**src/rtl/demux_wr_sched_32.sv**
```systemverilog
// Dual-lane write scheduler: buffers up to two requests per cycle in order and
// presents one per cycle to a 32-bit 1-to-8 demux, popping on destination ready.
module demux_wr_sched_32 #(
    parameter int DEPTH = 4
) (
    input  logic                       clk,
    input  logic                       rst,
    input  logic                       a_valid,
    input  logic [2:0]                 a_sel,
    input  logic [31:0]                a_data,
    input  logic                       b_valid,
    input  logic [2:0]                 b_sel,
    input  logic [31:0]                b_data,
    output logic                       in_ready,
    output logic                       out_valid,
    output logic [2:0]                 out_sel,
    output logic [31:0]                out_data,
    output logic [7:0]                 out_en,
    input  logic [7:0]                 dst_ready,
    output logic [$clog2(DEPTH):0]     count,
    output logic                       drop_err
);
    localparam int AW = $clog2(DEPTH);
    localparam int CW = AW + 1;

    logic [2:0]    r_sel_mem  [DEPTH];
    logic [31:0]   r_data_mem [DEPTH];
    logic [AW-1:0] r_wr_ptr;
    logic [AW-1:0] r_rd_ptr;
    logic [CW-1:0] r_count;
    logic          r_drop_err;

    logic          w_in_ready;
    logic          w_push_a;
    logic          w_push_b;
    logic [AW-1:0] w_b_addr;
    logic [CW-1:0] w_npush;
    logic          w_out_valid;
    logic [2:0]    w_head_sel;
    logic [31:0]   w_head_data;
    logic          w_pop;
    logic [7:0]    w_out_en;

    // Room for two is judged from the registered count only, so a pop in the
    // same cycle never widens the acceptance window.
    assign w_in_ready  = (r_count <= CW'(DEPTH - 2));
    assign w_push_a    = w_in_ready & a_valid;
    assign w_push_b    = w_in_ready & b_valid;
    assign w_b_addr    = a_valid ? (r_wr_ptr + AW'(1)) : r_wr_ptr;
    assign w_npush     = CW'(w_push_a) + CW'(w_push_b);

    assign w_out_valid = (r_count != '0);
    assign w_head_sel  = w_out_valid ? r_sel_mem[r_rd_ptr]  : 3'd0;
    assign w_head_data = w_out_valid ? r_data_mem[r_rd_ptr] : 32'd0;
    assign w_pop       = w_out_valid & dst_ready[w_head_sel];

    generate
        for (genvar gi = 0; gi < 8; gi++) begin : g_en
            assign w_out_en[gi] = w_out_valid && (w_head_sel == 3'(gi));
        end
    endgenerate

    // Storage is deliberately left out of reset; occupancy alone qualifies it.
    always_ff @(posedge clk) begin
        if (w_push_a) begin
            r_sel_mem[r_wr_ptr]  <= a_sel;
            r_data_mem[r_wr_ptr] <= a_data;
        end
        if (w_push_b) begin
            r_sel_mem[w_b_addr]  <= b_sel;
            r_data_mem[w_b_addr] <= b_data;
        end
    end

    always_ff @(posedge clk) begin
        if (rst) begin
            r_wr_ptr   <= '0;
            r_rd_ptr   <= '0;
            r_count    <= '0;
            r_drop_err <= 1'b0;
        end else begin
            r_wr_ptr <= r_wr_ptr + AW'(w_npush);
            if (w_pop)
                r_rd_ptr <= r_rd_ptr + AW'(1);
            r_count <= r_count + w_npush - CW'(w_pop);
            if ((a_valid | b_valid) & ~w_in_ready)
                r_drop_err <= 1'b1;
        end
    end

    assign in_ready  = w_in_ready;
    assign out_valid = w_out_valid;
    assign out_sel   = w_head_sel;
    assign out_data  = w_head_data;
    assign out_en    = w_out_en;
    assign count     = r_count;
    assign drop_err  = r_drop_err;
endmodule

```
**config.mk**
```make
export PLATFORM = sky130hd
export DESIGN_NAME = demux_wr_sched_32
export DESIGN_NICKNAME = d
export VERILOG_FILES = /design/src/rtl/demux_wr_sched_32.sv
export SDC_FILE = /design/constraint.sdc
export NUM_CORES = 1
export LEC_CHECK = 0
export CAP_MARGIN = 20
export CORE_MARGIN = 3
export CORE_UTILIZATION = 45
export DETAILED_ROUTE_END_ITERATION = 8
export PLACE_DENSITY = 0.69
export SETUP_SLACK_MARGIN = 0.4
export SYNTH_ARGS = -nofsm -noshare
export SYNTH_HDL_FRONTEND = slang
export SYNTH_SLANG_ARGS = --single-unit
```
**constraint.sdc**
```tcl
create_clock -name clk -period 5.1 [get_ports clk]
set_input_delay 1.53 -clock clk [delete_from_list [all_inputs] [get_ports clk]]
set_output_delay 1.53 -clock clk [all_outputs]
set_load 0.02 [all_outputs]
```
* After elaboration in Yosys (flattened, before gate mapping)
Memory sizes are Yosys's and may differ from the RTL's. A register that Yosys moved wholly into a read port is not among the register bits.
Index checks and enable logic that the tools add are counted.
** Word-level totals
- Bits of input ports :: 82
- Memories kept :: 2
- Bits in writable memories :: 140
- Flip-flop bits (word level) :: 8
- Output and inout port bits :: 49
- Bits in read-only memories :: 0
- Latch bits :: 0
- Word-level logic and storage cells :: 50
** Memory list
- r_data_mem :: words 4, width 32, read ports 1, clocked after memory_dff 1, wr ports 2, RTL line 27 : logic [31:0] r_data_mem [DEPTH];
- r_sel_mem :: words 4, width 3, read ports 1, clocked after memory_dff 1, wr ports 2, RTL line 26 : logic [2:0] r_sel_mem [DEPTH];
** Cells by class
- Eq/ne operators :: 7
- Mux-type cells :: 13
- Reduce and logical (&&, ||, !) cells :: 10
- Order comparisons :: 2
- Bitwise logic cells :: 6
- Shifts and indexed selects :: 0
- Div/mod/pow operators :: 0
- Multipliers :: 0
- Add/sub/neg operators :: 6
** Operators by type and width (count)
- $mux 32 :: 1
- $eq 3x3->1 const B :: 4
- $mux 2 :: 5
- $logic_and 1x1->1 :: 8
- $eq 3x2->1 const B :: 2
- $mux 1 :: 5
- $add 2x1->2 const B :: 2
- $and 1x1->1 :: 4
- $lt 3x4->1 const B :: 1
- $add 3x2->3 :: 1
- $bmux 1 s3 :: 1
- $eq 3x1->1 const B :: 1
- $le 3x2->1 const B :: 1
- $logic_not 3->1 :: 1
- $mux 3 :: 1
- $reduce_bool 3->1 :: 1
- $sub 3x1->3 :: 1
- $add 1x1->2 :: 1
- $add 2x2->2 :: 1
- $not 1->1 :: 1
- $or 1x1->1 :: 1

* Logic depth before layout (Yosys ltp)
- Depth after elaboration :: 7
- Mapped depth :: 12

* Least setup slack after synthesis
Ideal clock, no wire load.
- Path type :: input to register
- Start point :: input port a_valid
- End point :: memory r_data_mem[2][0], enable pin
- Setup slack :: 1.241 ns
- Data arrival time :: 3.360 ns
- Library setup time :: 0.499 ns
- Required time :: 4.601 ns
- Stages on the path :: 5
- Path through :: clkbuf_1 -> and3_1 -> o21ai_1 -> clkbuf_1 -> nand2_1
** RTL lines
- start: declaration :: RTL line 8 : input logic a_valid,
- end: declaration :: RTL line 27

==> results.sh <==
export IMPL_path_clk_slew_ns=0.06
export IMPL_setup_ws_ns=0.714
export IMPL_layout_area_seq_um2=4410
export IMPL_period_share_pct=86.0
export IMPL_critPathKind="reg2out"
export IMPL_drc=0
export IMPL_clock_path_buffers=2
export IMPL_vias_per_cell=5.49
export IMPL_area_delta_synth_final_pct=27.7
export IMPL_antenna_found_initial=0
export IMPL_dpl_hpwl_um=10900
export IMPL_initial_utilization_pct=46.3
export IMPL_htreeDepth=4
export IMPL_hold_buffers=0
export IMPL_pre_cts_slack_ns=0.964
export IMPL_synthesis_area_um2=7740
export IMPL_endpoint_kind="primary output"
export IMPL_nets=707
export IMPL_worst_slew_pin_slew_ns=0.838
export IMPL_drv_slew=0
export IMPL_grt_pass1_wl_um=27400
export IMPL_max_cap_viol_count=0
export IMPL_cts_resized=0
export IMPL_grt_total_usage_pct=19.7
export IMPL_drt_iter0_drc=278
export IMPL_final_common_cell="mux2_2"
export IMPL_ant_nets=0
export IMPL_clockRootBuffer="clkbuf_16"
export IMPL_critical_path_max_stage_delay_ns=0.58
export IMPL_totalWireLength_um=17400
export IMPL_cts_tree="built"
export IMPL_cts_buffers=17
export IMPL_cts_sinks=150
export IMPL_rsz0062_at_grt="false"
export IMPL_fp_dieW_um=137
export IMPL_grt_max_degree=36
export IMPL_min_period_ns=4.39
export IMPL_fillers=1315
export IMPL_wl_per_cell_um=20.5
export IMPL_r2r_cells=11
export IMPL_clk_latency_ns=0.42
export IMPL_portBuffers=130
export IMPL_ys_warnings_count=0
export IMPL_cpLargestDelayFamily="buffers and inverters"
export IMPL_via_count=4659
export IMPL_dieArea_um2=18800
export IMPL_io_pins=131
export IMPL_synth_main_ff_cell="edfxtp_1"
export IMPL_crit_arrival_ns=2.86
export IMPL_r2r_end="count[2]$_SDFF_PP0_"
export IMPL_worstPathMaxFanout=28
export IMPL_p_per_area_nw_per_um2=568
export IMPL_drive_gt1_share_pct=36.5
export IMPL_worstHoldEndpoint="drop_err$_SDFFE_PP0P_"
export IMPL_ys_types=40
export IMPL_routabilityCongestion=0.779
export IMPL_syn_inst=482
export IMPL_async_flop_share_pct=0
export IMPL_mostFrequentLayoutCells="142 x mux2_2, 140 x edfxtp_1, 130 x clkdlybuf4s50_1"
export IMPL_status="complete, no violations"
export IMPL_ys_ff_latch=150
export IMPL_finalPower_mw=5.61
export IMPL_multi_input_area_um2=3220
export IMPL_min_path_type="reg2reg"
export IMPL_relSlewSlack_pct=43.9
export IMPL_reg2reg_slack_ns=1.72
export IMPL_synth_avg_cell_area_um2=16.1
export IMPL_row_count=47
export IMPL_setup_viol=0
export IMPL_crit_path_start_kind="register"
export IMPL_ys_seq_area_share_pct=56.9
export IMPL_min_delay_start="drop_err$_SDFFE_PP0P_"
export IMPL_vdd_drop_max_mv=0.316
export IMPL_max_freq_mhz=228
export IMPL_die_y_um=137
export IMPL_setup_tns_ns=0
export IMPL_cp_data_required_time_ns=3.57
export IMPL_leakage_nw=3.37
export IMPL_antenna_cells=0
export IMPL_hold_depth=2
export IMPL_cpMaxStageDelayCell="mux4_2"
export IMPL_cts_setup_buffers=0
export IMPL_synth_edf_count=140
export IMPL_grt_pass1_vias=4908
export IMPL_synth_nets=574
export IMPL_hold_viol_final=0
export IMPL_crit_chain="buf_4 -> mux4_2 -> and2_1 -> clkdlybuf4s50_1"
export IMPL_skew_ns=0.00857
export IMPL_worst_path_buf_inv=2
export IMPL_overflow=0
export IMPL_dr_pass1_iters=4
export IMPL_core_um2=16700
## report_power, final
part	switching [mW]	internal, mW	total, mW
Combinational	1.28	1.20	2.49
Clock	0.466	0.709	1.17
Sequential	0.119	1.83	1.95
## worst register-to-register path, delay by kind of cell, from the launching register on
| family | cells | cell delay (ns) |
|---|---|---|
| AOI/OAI and AO/OA | 1 | 0.09 |
| xor gates and xnor gates | 2 | 0.32 |
| adders and majority gates | 3 | 0.85 |
| buffers and inverters | 1 | 0.04 |
| DFF | 1 | 0.51 |
| muxes | 1 | 0.76 |
| and+or+nand+nor | 3 | 0.67 |
## through the flow
| step | hold slack, ns | instances | util, % | cell area [µm²] |
|---|---|---|---|---|
| 2_1_floorplan | 0.525 | 482 | - | 7740 |
| 3_3_place_gp | 0.452 | 816 | 55.9 | 9340 |
| 3_5_place_dp | 0.482 | 816 | 55.9 | 9340 |
| 4_1_cts | 0.494 | 848 | 59.2 | 9880 |
| 5_1_grt | 0.551 | 848 | 59.2 | 9880 |
| 6_report | 0.483 | 848 | 59.2 | 9880 |
## worst max-delay path by stage
stage,from,end,slack (ns),cells past startpoint
after global routing,register,out_data[17],0.53,4
after floorplan,a_valid,r_data_mem[2][0]$_DFFE_PP_,1.24,5
after global placement,a_valid,count[2]$_SDFF_PP0_,1.04,11
after detailed placement,a_valid,count[2]$_SDFF_PP0_,0.96,11
after CTS,register,out_data[17],0.63,4
final,register,out_data[17],0.71,4
## cells by family after synthesis
group | after synthesis | synth area share [%]
mux | 180 | 31.3
flops | 150 | 56.9
simple gates | 90 | 6.73
buf+inv | 39 | 2.05
fa+ha+maj | 10 | 1.71
compound gates | 9 | 0.792
xor+xnor | 4 | 0.453
## layer usage
layer	share of wire [%]	track usage (%)
met1	42	26.1
met2	48	31.8
met3	7.8	4.38
met4	1.7	7.48
met5	0	0
## Yosys cell counts, drive strengths merged (2+ instances only)
cell	count	area (µm²)
nand2	14	52.6
and3	2	12.5
dfxtp	10	200
xnor2	3	26.3
nor2b	5	31.3
clkbuf	21	78.8
buf	7	38.8
and2	35	219
ha	9	113
inv	11	41.3
nand2b	2	12.5
o21ai	3	15.0
a21oi	2	10.0
nor3	7	40.0
edfxtp	140	4200
nor3b	2	15.0
or4b	3	33.8
nor2	13	48.8
mux2	145	1630
mux4	35	792
## layout make-up
class,count,area share [%]
clock inverter,12,1.13
sequential,150,44.6
clock buffer,20,4.42
multi-input combinational,293,32.6
inverter,11,0.418
tap,220,2.79
timing repair buffer,142,14.1
## state kept, by name (all words and copies together), names as in the netlist, named ones only
name,cells
count,3
drop_err,1
r_data_mem,128
r_rd_ptr,2
r_sel_mem,12
r_wr_ptr,2
No activity file was read; power rests on OpenSTA's default activity.
